$ cat config.mk
export PLATFORM = sky130hd
export DESIGN_NAME = rr_sel_arbiter_4ch
export DESIGN_NICKNAME = d
export VERILOG_FILES = /design/src/rtl/rr_sel_arbiter_4ch.sv
export SDC_FILE = /design/constraint.sdc
export NUM_CORES = 1
export LEC_CHECK = 0
export BUFFER_PORTS_ARGS = -buffer_cell sky130_fd_sc_hd__buf_2
export CAP_MARGIN = 20
export CORE_AREA = 2 2 39 41
export DETAILED_ROUTE_END_ITERATION = 12
export DIE_AREA = 0 0 41 43
export PLACE_DENSITY = 0.78
export SYNTH_ARGS = -nofsm -noshare
export SYNTH_HDL_FRONTEND = slang
export SYNTH_SLANG_ARGS = --single-unit
$ cat constraint.sdc
create_clock -name clk -period 3.35 [get_ports clk]
set_clock_uncertainty 0.2 [all_clocks]
set_input_delay 0.67 -clock clk [delete_from_list [all_inputs] [get_ports clk]]
set_output_delay 0.67 -clock clk [all_outputs]
set_load 0.05 [all_outputs]
$ cat src/rtl/rr_sel_arbiter_4ch.sv
// rr_sel_arbiter_4ch: four-channel round-robin arbiter driving a 4:1 mux select
// and a one-hot grant, with a per-grant hold limit of HOLD_MAX cycles.
//   clk   : rising-edge clock
//   rst_n : asynchronous active-low reset
//   req   : per-channel level request, sampled on clk
//   sel   : registered index of the granted channel (holds while idle)
//   gnt   : registered one-hot grant, zero when idle
//   busy  : registered, high while a grant is active
module rr_sel_arbiter_4ch #(
    parameter int HOLD_MAX = 8,
    parameter int CNT_W    = $clog2(HOLD_MAX + 1)
) (
    input  logic       clk,
    input  logic       rst_n,
    input  logic [3:0] req,
    output logic [1:0] sel,
    output logic [3:0] gnt,
    output logic       busy
);
    typedef enum logic {IDLE, GRANT} state_e;
    localparam logic [CNT_W-1:0] CNT_MAX = CNT_W'(HOLD_MAX);
    state_e           state_q, state_d;
    logic [1:0]       ptr_q, ptr_d, sel_q, sel_d, base, win;
    logic [3:0]       gnt_q, gnt_d;
    logic             busy_q, busy_d, end_grant;
    logic [CNT_W-1:0] cnt_q, cnt_d;
    always_comb begin
        // A finishing grant moves ptr to the granted channel on the same edge,
        // so the search base is sel_q in GRANT and ptr_q in IDLE.
        base = (state_q == GRANT) ? sel_q : ptr_q;
        win  = base;
        // Descending loop so the lowest offset (highest priority) wins.
        for (int i = 4; i >= 1; i--)
            if (req[base + 2'(i)]) win = base + 2'(i);
        end_grant = (state_q == GRANT) && (!req[sel_q] || cnt_q == CNT_MAX);
        state_d   = state_q;
        ptr_d     = end_grant ? sel_q : ptr_q;
        sel_d     = sel_q;
        gnt_d     = gnt_q;
        busy_d    = busy_q;
        cnt_d     = cnt_q;
        if (state_q == IDLE || end_grant) begin
            if (|req) begin
                state_d = GRANT;
                sel_d   = win;
                gnt_d   = 4'b0001 << win;
                busy_d  = 1'b1;
                cnt_d   = CNT_W'(1);
            end else begin
                state_d = IDLE;
                gnt_d   = 4'b0000;
                busy_d  = 1'b0;
                cnt_d   = '0;
            end
        end else begin
            cnt_d = cnt_q + 1'b1;
        end
    end
    always_ff @(posedge clk or negedge rst_n) begin
        if (!rst_n) begin
            state_q <= IDLE;
            ptr_q   <= 2'd3;
            sel_q   <= 2'd0;
            gnt_q   <= 4'b0000;
            busy_q  <= 1'b0;
            cnt_q   <= '0;
        end else begin
            state_q <= state_d;
            ptr_q   <= ptr_d;
            sel_q   <= sel_d;
            gnt_q   <= gnt_d;
            busy_q  <= busy_d;
            cnt_q   <= cnt_d;
        end
    end
    assign sel  = sel_q;
    assign gnt  = gnt_q;
    assign busy = busy_q;
endmodule
Word level (Yosys, flattened, before mapping)
Index checks and enable logic that the tools add are counted.
- register bits: 13
- input port bits: 6
- output and inout bits: 7
- logic and storage cells: 38
- add/subtract/negate cells: 4
- $lt $le $gt $ge: 4
- eq/ne operators: 1
- shift operators: 1
- muxes and demuxes: 16
- bitwise gates (word level): 1
- reduce and logical (&&, ||, !) cells: 6
- operators by type and width (kind ; count):
    < comparator 2 x 3 -> 1 bit, second input constant ; 4
    binary-select mux 1 bit (select 2 bit) ; 4
    two-way mux 2 bit ; 4
    two-way mux 4 bit ; 2
    two-way mux 1 bit ; 6
    adder 2 bit, second input constant ; 2
    adder 4 x 1 -> 4 bit, second input constant ; 1
    equality test 4 bit, second input constant ; 1
    OR reduction 4 bit ; 1
    << shifter 1 x 2 -> 4 bit, first input constant ; 1
    adder 2 x 1 -> 2 bit, second input constant ; 1
    logical OR 1 bit ; 2
    AND reduction 2 bit ; 1
    logical AND 1 bit ; 1
    logical NOT 1 bit ; 1
    inverter 1 bit ; 1

Depth between registers and ports, before layout
Gate-level depths: netlist (run 1).
- depth in word-level cells: 9
- mapped depth: 7
- depth with buffers taken out: 6

Least setup slack after synthesis (run 1)
No wires, ideal clock.
- kind: register -> register
- from: register sel_q[0], in the netlist sel[0]
- to: register sel_q[1], in the netlist sel[1]
- library setup time: 0.125 ns
- arrival: 1.964 ns
- path slack: 1.062 ns
- stages on the path, launching flop included: 4
- buffers on the path: 0
- period minus slack after synthesis: 2.288 ns
- path through: dfrtp_1 -> mux4_2 -> a31oi_1 -> mux2_2
- cells in the longest elaborated chain, start to end: 7
- elaborated cells between the ends (all ways): 20
- classes of those cells: add/sub: 3; mux: 12; reduce/logical: 5
- RTL lines (element ; line ; RTL):
    start, declared ; 23 ; logic [1:0] ptr_q, ptr_d, sel_q, sel_d, base, win;
    start signal, assigned ; 70 ; sel_q <= sel_d;
    two-way mux 2 bit / binary-select mux 1 bit (select 2 bit) (equally long branches) ; 30, 35 ;
    adder 2 bit / two-way mux 1 bit (equally long branches) ; 34, 35 ;
    binary-select mux 1 bit (select 2 bit) / logical NOT 1 bit (equally long branches) ; 34, 35 ;
    two-way mux 1 bit (not written as such) / logical OR 1 bit (equally long branches) ; 34, 35 ;
    two-way mux 2 bit / logical AND 1 bit (equally long branches) ; 34, 35 ;
    two-way mux 2 bit / logical OR 1 bit (equally long branches) ; 34, 42 ;
    two-way mux 2 bit / AND reduction 2 bit (equally long branches) ; - ;
Parallel ways exist; a longest one is shown, timed or not. The select of a mux whose other input is x is not followed.
A chain may end at the register's enable or synchronous reset.

Final worst setup path (run 1)
- from: input port req[3]
- to: register sel_q[1], in the netlist sel[1]
- cells in the longest elaborated chain, start to end: 7
- elaborated cells between the ends (all ways): 17
- classes of those cells: mux: 11; reduce/logical: 6
- RTL lines (element ; line ; RTL):
    start, declared ; 15 ; input logic [3:0] req,
    binary-select mux 1 bit (select 2 bit) ; 35 ; end_grant = (state_q == GRANT) && (!req[sel_q] || cnt_q == CNT_MAX);
    two-way mux 1 bit (not written as such) ; 35 ;
    logical NOT 1 bit ; 35 ;
    logical OR 1 bit ; 35 ;
    logical AND 1 bit ; 35 ;
    logical OR 1 bit ; 42 ; if (state_q == IDLE || end_grant) begin
    AND reduction 2 bit (no line) ; - ;
Parallel ways exist; a longest one is shown, timed or not. The select of a mux whose other input is x is not followed.

==> results of run 1 <==
cells by family (layout without fill, tap and decap cells):
family	count (synthesis)	in the layout	share of synthesized area, %
AO/OA/AOI/OAI	13	13	13.9
XOR/XNOR	2	2	2.50
adder cells (fa/ha/maj)	2	2	3.56
buffers and inverters	6	20	4.45
flip-flops	13	13	46.7
multiplexers	9	9	15.9
AND/OR/NAND/NOR	15	15	13.0
area by class of cell:
class | instances | area, um^2
fill | 119 | 592
multi-input combinational | 41 | 343
sequential | 13 | 328
tap | 16 | 20.0
clock buffer | 4 | 26.3
inverter | 4 | 15.0
timing repair buffer | 12 | 60.1
final timing paths:
kind | from | end | depth (start not counted)
max in group asynchronous | rst_n | ptr_q[1]$_DFFE_PN1P_ | 1
max reg2reg | sel[0]$_DFFE_PN0P_ | sel[1]$_DFFE_PN0P_ | 3
min | rst_n | cnt_q[2]$_DFF_PN0_ | 1
max | req[3] | sel[1]$_DFFE_PN0P_ | 4
min in group clk | gnt[1]$_DFFE_PN0N_ | gnt[1]$_DFFE_PN0N_ | 2
min reg2reg | gnt[1]$_DFFE_PN0N_ | gnt[1]$_DFFE_PN0N_ | 2
metal layers:
| layer | track usage [%] | up-vias | routed length, um |
|---|---|---|---|
| met5 | 0 | - | 0 |
| met4 | 6.00 | 0 | 0 |
| met3 | 4.71 | 0 | 40 |
| met2 | 26.6 | 8 | 601 |
| met1 | 26.6 | 236 | 582 |
| li1 | - | 244 | - |
per-stage QoR:
stage	util (%)	worst slack (ps)	instance area (um^2)	std cells
detailed placement	55.3	949	766	86
CTS	57.2	1250	792	90
global placement	55.3	992	766	86
floorplan	-	1060	702	60
finish	57.2	1220	792	90
global route	57.2	1140	792	90
power groups by stage:
stage	clock network, uW	registers (uW)	logic [uW]
after floorplan	0	375	235
after global placement	0	282	392
after detailed placement	0	284	402
after CTS	99.2	281	404
after global routing	107	292	437
final	94.5	281	402
flip-flops by register name (all words and copies together), names as in the netlist:
register	cells
busy	1
gnt	4
ptr_q	2
sel	2
cnt_q	4
cells in the final DEF (no fill, tap or decap):
cell type and n:
mux2i_2 1, nor3b_1 1, nor4_1 1, mux2_2 4, xor2_1 1, ha_1 2
and2_2 3, nand3_1 1, a211o_1 1, a21boi_0 1, a21o_1 1, dfstp_2 2
buf_2 12, dfrtp_1 11, a211oi_1 1, mux4_2 1, xnor2_1 1, a21oi_1 3
nand2b_4 1, a32o_1 3, nor2_1 4, nand3b_1 1, and3_1 1, a31oi_1 1
mux2i_1 3, o31ai_1 2, nand2_1 2, inv_1 4, clkbuf_1 1, clkbuf_4 3
worst reg2reg max path, stage by stage (launching register included):
cell,delay [ps]
dfrtp_1,430
mux4_2,540
a31oi_1,420
mux2_2,390
==> summary by stage, run 1 <==
Run status
The run finished with clean final reports.

Final layout
Compared with the post-synthesis result, the final layout area differs by 12.8%. The net count of the finished layout is 83. The ratio of cells with drive above 1 in the final layout is 36.5%.

The repair_antennas step left the layout with diodes totalling 0.

Floorplan
Pin placement for this block handled 13 I/O pins. In this run the horizontal extent of the chip is 41 um. The area of the die is 1760 um^2. The die boundary height is 43 um. The core region is 1380 um^2.

The starting utilization of the core area is 50.7%. The initialized floorplan defines 14 standard-cell rows.

Clocking
The number of buffers on the longest clock path is 2. In this run the post-CTS setup repair buffer count came out at 0. The number of cells upsized or downsized after cts is 0. CTS built an H-tree with a depth of 1. Buffers inserted to repair hold after CTS numbered 0.

The TritonCTS clock tree is built. Clock tree synthesis inserted a total of 3 buffers. The clock transition at the registers of the reported paths is 80 ps.

For the worst-skew pair, the clock arrives at the later sink with an insertion delay of 270 ps. For this design, the sink count on the clock tree is 13. The library cell used as clock root buffer is clkbuf_4.

Logic synthesis
Counting instances in the post-synthesis netlist gives the leading cell types as dfrtp_1, inv_1, mux2_2, nor2_1. The most frequent cell after synthesis is dfrtp_1. The cell type with the largest total area after synthesis is dfrtp_1. The number of enable-type register cells in the synthesized netlist is 0. Sorting the synthesized cells by area gives the leading types as dfrtp_1, dfstp_2, mux2_2. The average size of a mapped cell is 11.7 um^2.

Synthesis inferred 13 register bits. The synthesized design devotes to its leading area cell type 39.2% of total area. The number of distinct library cells after synthesis is 29. The mapped cell area is 702 um^2. The number of cells produced by synthesis is 60. The sequential element share of the synthesized area is 46.7%. For this run, asynchronously set or reset flops after synthesis account for 100%.

The dominant synthesized flop cell is dfrtp_1. When the netlist entered floorplanning its net count stood at 68. The Yosys warning count is 0.

Route
The final antenna-violating net count is 0. The post-detailed-route via-to-cell ratio is 5.42. In the final routed layout, each cell accounts on average for 13.6 um. The detailed-route wire length is 1220 um. The via count is 488. The number of DRC markers after the initial detailed-route iteration is 10.

For this run, the detailed router's first-pass iteration total came to 4. The final routed DRC violation total is 0.

Setup path
The startpoint-to-endpoint class of the critical path is in -> reg. The signal on the critical path passes through buf_2 > mux4_2 > a31oi_1 > mux2_2. Data on the critical path arrives at its endpoint at 2090 ps. The worst register-to-register path has a setup slack of 1260 ps.

The data required time of the critical path is 3310 ps. The type of element launching the critical path is an input port. The kind of cell with the highest combined delay along the critical path is multiplexers.

The critical-path maximum fanout is 6. Counting both buffers and inverters, the worst setup path holds a total of 1. The worst stage delay on the critical path is 490 ps. The endpoint kind of the worst setup timing path is a flop. The slowest stage of the critical path is the mux4_2 cell.

Power
The net switching share of the total power is 44.2%. Combinational logic burns 51.7% of the power. Across the VDD grid, the largest voltage drop is 460 uV. The net load switching power is 343 uW. The internal portion of the total power is 434 uW. The relative contribution of sequential cells to total power is 36.1%. Power spread over the standard cell area amounts to 981 nW/um^2. The leakage power total is 0.000382 uW. The clock network burns 12.2% of the power. Summing internal, switching and leakage power gives 777 uW.

Timing
Setup repair after global routing left no endpoint under its margin. The portion of the clock cycle consumed by the worst path in the final layout is 63.6%. The number of hold violations in the final report is 0. After layout, the minimum clock period comes to 2130 ps.

The count of final max-slew check failures is 0. The slew of the pin with the lowest slew margin is 566 ps. Setup violations remaining at the end of the flow were counted as 0. Across all hold checks on the routed design, the worst slack comes to 65.3 ps. The setup TNS is 0 ps. The worst pin sits at a relative slew slack of 61.9%. The peak clock frequency supported by timing is 469 MHz.

GRT
The number of global-route vias before repair was 484. The maximum number of pins on one net before global-route repair is 14. The number of antenna violations at the first check in global routing was 0.

Global routing consumed, over all layers together, 18.5% of the routing resources. The leftover overflow at the end of global routing is 0. The first-pass GRT wire length is 2200 um.

Placed design
The post-DP HPWL is 962 um. In this run the tool buffered the top-level ports with 12 buffer cells. The congestion estimate from routability-driven global placement came to 0.702.

Worst hold path
The worst hold path belongs to the class in -> async.

Job
The number of maximum-capacitance violations is 0.
No activity file was read; power rests on OpenSTA's default activity.
==> inputs of run 2 (changes only) <==
Settings changed: ABC_AREA set to 1, CORE_AREA 2 2 39 41 to unset, CORE_MARGIN set to 2, CORE_UTILIZATION set to 54, DIE_AREA 0 0 41 43 to unset.
Clock period 3.35 ns to 2.22 ns, I/O delays scaled along.
==> summary by stage, run 2 <==
Run status
The run finished with clean final reports.

GRT
The first global-routing pass estimated 3010 um of wire. Entering global routing, the biggest net connects 14 pins. The number of antenna violations at the first check in global routing came to 0. The total track usage is 21.4%. The leftover overflow at the end of global routing is 0. The number of global-route vias before repair came to 730.

Setup path
STA classifies the critical path startpoint as a flop. STA classifies the critical path endpoint as a flop. The critical-path maximum fanout is 8.

Data on the critical path arrives at its endpoint at 1900 ps. Data on the critical path is required at its endpoint by 2240 ps. The startpoint-to-endpoint class of the critical path is reg -> reg.

Logic synthesis
The mapped netlist covers 856 um^2. The net count of the mapped netlist is 134. Counting every instance in the synthesized netlist gives 126. Counting instances in the post-synthesis netlist gives the leading cell types as nand2_1, inv_1, nand3_1, dfrtp_1, nand2_2. The average size of a mapped cell is 6.79 um^2.

Among all flip-flop cells after synthesis, the most frequent one is dfrtp_1. Yosys attributes the largest share of cell area to dfrtp_1, nand2_1, nand3_1. The synthesized flop and latch total is 13. Summed over all instances, the cell type with the most area after synthesis is dfrtp_1. Among all cell types in the netlist, the one instantiated most often is nand2_1. The portion of synthesized cell area occupied by the leading cell type is 32.2%. The sequential element share of the synthesized area is 38.3%.

The Yosys step of the flow raised 0 warnings. The number of enable-type register cells in the synthesized netlist is 0. The share of synthesized registers carrying an async set or reset is 100%.

In this run, distinct cell masters in the synthesized netlist total 17.

Floorplan
Once the floorplan was initialized, standard cells occupied 57.5% of the core. The area of the placeable core is 1490 um^2. From left edge to right edge, the die measures 43.8 um. The I/O pin count is 13. The standard-cell row count is 14. The die is 43.8 um tall. The area of the die is 1920 um^2.

Clocking
After clock tree synthesis, the clock-pin slew on the worst setup and hold paths is 80 ps. CTS placed an instance of clkbuf_4 at the clock tree root. The TritonCTS clock tree is built. The depth of the CTS H-tree is 1. In this run, CTS created clock tree buffers numbering 3.

Gates resized during post-CTS repair numbered 0. The clock net in this run drives a total of 13 sinks. At the later pin of the worst-skew pair, clock insertion delay measures 270 ps. The number of buffers on the longest clock path is 2.

Job
The number of maximum-capacitance violations is 0.

Worst hold path
The class of the worst hold path is reg -> reg.

Final layout
0 antenna diodes ended up in the layout. The relative area change from synthesis to final layout is 14.5%. Leaving out fill and tap cells, the most frequent cell in the layout is nand2_1. The number of non-filler instances in the completed layout is 160. In the layout the commonest cells are nand2_1, inv_1, nand3_1, buf_2, dfrtp_1. In the final design database the tool counted 153 nets. The number of fill cells in the layout is 137. The post-route netlist has 22.2% of its cells at a drive strength greater than 1.

Placed design
The number of placed instances, taps included, is 155. The total of buffers placed on input and output ports is 12. Routability-driven placement finished with a final weighted congestion of 0.929. The post-DP HPWL is 1440 um.

Route
In this run the remaining antenna-violating nets after routing total 0. The first detailed-routing pass took 4 iterations. The post-detailed-route via-to-cell ratio is 5.07. Dividing the detail-routed wire length by the instance count gives 10.9 um. After detailed routing, the number of remaining DRC violations is 0.

In this run, the number of DRC markers left after iteration 0 of detailed routing was 20. Across all layers, the routed design uses 811 vias. The detailed-route wire length is 1740 um.

Timing
The peak clock frequency supported by timing is 532 MHz. The setup-violating endpoint count in the final report is 0. Headroom to the max-slew limit came out at 81.0%. The count of final max-slew check failures was 0. For the final routed database, the setup TNS stands at 0 ps. Setup repair after global routing left no endpoint under its margin.

At the pin with the least slew margin, the transition time is 285 ps. The post-route minimum period is 1880 ps. The number of hold violations in the final report was 0.

The portion of the clock cycle consumed by the worst path in the final layout is 84.7%.

Power
The worst IR drop on VDD is 787 uV. In this run the power density over the cells is 1630 nW/um^2. For this design the static power due to leakage is 0.000581 uW.
[run 2: final timing paths]
| check | slack (ps) | depth (start not counted) | end | from |
|---|---|---|---|---|
| setup reg to reg | 340 | 13 | gnt[2]$_DFFE_PN0N_ | busy$_DFFE_PN0N_ |
| hold reg to reg | 290 | 2 | gnt[3]$_DFFE_PN0N_ | gnt[3]$_DFFE_PN0N_ |
| max in group asynchronous | 1140 | 2 | ptr_q[1]$_DFFE_PN1P_ | rst_n |
| min in group asynchronous | 400 | 2 | gnt[1]$_DFFE_PN0N_ | rst_n |
| hold / removal | 290 | 2 | gnt[3]$_DFFE_PN0N_ | gnt[3]$_DFFE_PN0N_ |
| setup / recovery | 340 | 13 | gnt[2]$_DFFE_PN0N_ | busy$_DFFE_PN0N_ |
[run 2: repair_timing]
action	CTS	global route
buffers inserted	0	0
hold endpoints to repair	11	0
setup endpoints to repair	0	0
hold buffers	1	0
[run 2: critical path: stages, from the launching register on]
cell     delay, ps
dfrtp_1        470
inv_2          130
nand2_1         60
nand2_1        120
nand2_1         80
nand2_2         80
nor2_1          60
nor2_2         160
nand2_1         70
nand2_1         70
nand2_1         60
nor2_2         120
nand2_1         70
nand2_1         60
[run 2: kinds of logic (layout without fill, tap and decap cells)]
logic type / after synthesis / in the layout / share of synthesized area, %
AND/OR/NAND/NOR: 82 / 82 / 43.6
buffers and inverters: 18 / 36 / 7.90
flip-flops: 13 / 13 / 38.3
AO/OA/AOI/OAI: 9 / 9 / 5.26
adder cells (fa/ha/maj): 2 / 2 / 2.92
XOR/XNOR: 2 / 2 / 2.05
[run 2: report_power, final]
part,leakage (uW),internal (uW),switching [uW]
clock,0.0000150,69.6,73.7
combinational,0.000408,322,706
sequential,0.000158,346,78.9
total,0.000581,738,859
[run 2: cell type report]
cell class | count | area [um^2] | share of cell area, %
Multi-Input combinational cell | 95 | 460 | 47.0
Clock buffer | 4 | 26.3 | 2.68
Inverter | 18 | 67.6 | 6.90
Sequential cell | 13 | 328 | 33.5
Timing Repair Buffer | 14 | 77.6 | 7.92
Tap cell | 16 | 20.0 | 2.04
[run 2: stage by stage]
stage               util, %  setup slack (ps)  hold slack, ps  total power [uW]  instance area [um^2]
floorplan                 -               205           -51.6              1230                   856
global route           65.8              89.3             300              1760                   980
detailed placement     63.4               333             146              1470                   943
CTS                    65.8               320             281              1610                   980
global placement       63.4               376             139              1440                   943
finish                 65.8               339             292              1600                   980
[run 2: routing by layer]
metal  GRT usage [%]  wire (um)  up-vias
li1                -          -      427
met1            26.1        751      360
met2            37.6        886       20
met3            2.50         81        4
met4            9.09         21        0
met5               0          0        -
==> inputs of run 3 (changes only) <==
Settings changed: CORE_UTILIZATION 54 to 49, PLACE_DENSITY 0.78 to 0.75.
Clock period 2.22 ns to 1.61 ns, I/O delays scaled along.
==> summary by stage, run 3 (synthesis results as in run 2) <==
Clocking
The depth of the CTS H-tree is 1. The clock transition at the registers of the reported paths is 80 ps. The clock latency reported for the late side of the worst-skew pair is 270 ps.

The library cell used as clock root buffer is clkbuf_4. Counting every sink on the clock net gives 13. TritonCTS built the clock tree. The number of buffers on the longest clock path is 2.

TritonCTS created 3 clock buffers.

Setup path
The endpoint kind of the worst setup timing path is a flop. The worst setup path is of the reg -> reg kind. The critical path data arrival time is 1940 ps. STA classifies the critical path startpoint as a flop. The data required time of the critical path is 1620 ps. The critical-path maximum fanout is 6.

Route
Summing over every cut layer, the via total after detailed routing is 995. The final antenna-violating net count is 0. In the routed layout, each cell is associated on average with a via count of 5.41.

The routed length per instance is 15.6 um. The first routing iteration left 28 violations. The first-pass detailed-route iteration total is 4. For this run, design rule violations remaining after detail routing come to 0. For this block, the routed nets add up to 2880 um of wire.

Timing
Subtracting the final worst setup slack from the clock period gives 1930 ps. The worst relative slew slack is 80.7%. The number of hold violations in the final report is 0. The count of final max-slew check failures came to 0. The peak clock frequency supported by timing is 519 MHz.

For the pin with the worst max-slew slack, the measured transition is 289 ps. Setup violations remaining at the end of the flow were counted as 7. After layout, the worst setup slack is -318 ps. The setup TNS is -1790 ps. Setup repair after global routing could not meet its margin everywhere. Hold timing on the final database bottoms out at a slack of 276 ps. The final critical path takes up 120% of the cycle.

Placed design
The placed cell count is 168. The post-DP HPWL is 1540 um. Buffers placed on the I/O ports in this run total 12. The weighted congestion reported at the end of routability-driven placement is 0.885.

Run status
The flow ran to the end, but the final reports show violations. The final reports fail on negative setup slack.

Floorplan
The starting utilization of the core area is 50.7%. The horizontal die dimension is 45.8 um. The I/O pin count is 13. The die boundary height is 45.8 um. After floorplanning, the core was sized to cover 1690 um^2. The die covers 2100 um^2. The initialized floorplan defines 15 standard-cell rows.

Final layout
Leaving out fill and tap cells, the most frequent cell in the layout is nand2_1. The number of nets in the layout is 176. The number of non-filler instances in the completed layout is 184. The area growth from synthesis to layout is 62.3%. The number of antenna cells inserted is 0. Of the cells placed in the final design, the portion with a size suffix greater than 1 is 57.5%.

The top cell types in the final layout, fill and taps aside, are nand2_1, buf_4, nand2_2, nand2_4, inv_1. The core occupancy in the finished layout is 82.2%.

Power
IR analysis of the VDD net gives a maximum drop of 1480 uV. The total power draw is 3360 uW. The power density over cell area is 2420 nW/um^2.

The leakage power total is 0.000758 uW.

GRT
The first global-routing pass estimated 3390 um of wire. The number of antenna violations at the first check in global routing was 0. The maximum number of pins on one net before global-route repair is 14.

The number of global-route vias before repair came to 837. The leftover overflow at the end of global routing is 0. The total track usage is 22.6%.

Job
The number of maximum-capacitance violations is 0.

Worst hold path
The worst hold path belongs to the class in -> async.
-- run 3: cell count changes in the layout (fill, tap and decap cells not counted), moves of 5 or more --
cell,delta
nor2_4,+5
buf_4,+19
buf_6,+5
nand3_2,+7
nand3_1,-7
nand2_1,-23
nand2_2,+10
nand2_4,+12
-- run 3: stage by stage --
stage / cell area, um^2 / worst slack (ps)
5_1_grt: 1390 / -420
6_report: 1390 / -318
4_1_cts: 1200 / -209
3_3_place_gp: 1060 / -201
3_5_place_dp: 1060 / -205
2_1_floorplan: 877 / -188
-- run 3: worst paths after layout --
kind                               startpoint                    to  slack (ps)  cells past startpoint
max                          busy$_DFFE_PN0N_    gnt[2]$_DFFE_PN0N_        -320                     13
min                                     rst_n    gnt[2]$_DFFE_PN0N_         280                      2
max reg2reg                  busy$_DFFE_PN0N_    gnt[2]$_DFFE_PN0N_        -320                     13
min reg2reg                gnt[3]$_DFFE_PN0N_    gnt[3]$_DFFE_PN0N_         280                      2
max in group asynchronous               rst_n  ptr_q[1]$_DFFE_PN1P_         650                      2
min in group clk           gnt[3]$_DFFE_PN0N_    gnt[3]$_DFFE_PN0N_         280                      2
-- run 3: worst max-delay path: stages, from the launching register on --
cell and delay [ps]:
dfrtp_2 480, inv_4 120, nand2_4 80, nand3_1 140
nand3_2 140, nand2_2 110, inv_2 50, nand2_2 80
nand2_2 70, nand2_2 100, nand2_2 70, nor2_4 120
nand2_1 60, nand2_1 60
-- run 3: repair_timing --
item	4_1_cts	5_1_grt
buffers inserted	5	6
hold endpoints to repair	13	0
gates resized for setup	23	36
hold buffers	1	0
setup endpoints to repair	8	12
pin swaps	8	18
-- run 3: final cells by class --
| cell class | instances | area, um^2 |
|---|---|---|
| fillers | 97 | 300 |
| flip-flops and latches | 13 | 332 |
| repair buffers | 37 | 272 |
| inverters | 18 | 70.1 |
| clock buffers | 4 | 26.3 |
| multi-input cells | 95 | 668 |
| well taps | 17 | 21.3 |
-- run 3: metal layers --
metal | part of all wire (%) | routed length [um] | track usage [%]
met5 | 0 | 0 | 0
met4 | 3.0 | 85 | 8.00
met3 | 3.5 | 102 | 1.19
met2 | 53 | 1520 | 41.4
met1 | 41 | 1170 | 27.9
-- run 3: report_power, final --
group | switching [uW] | leakage [uW] | internal (uW) | total, uW
Combinational | 1540 | 0.000587 | 1020 | 2560
Sequential | 119 | 0.000155 | 483 | 602
Clock | 99.6 | 0.0000150 | 95.9 | 195
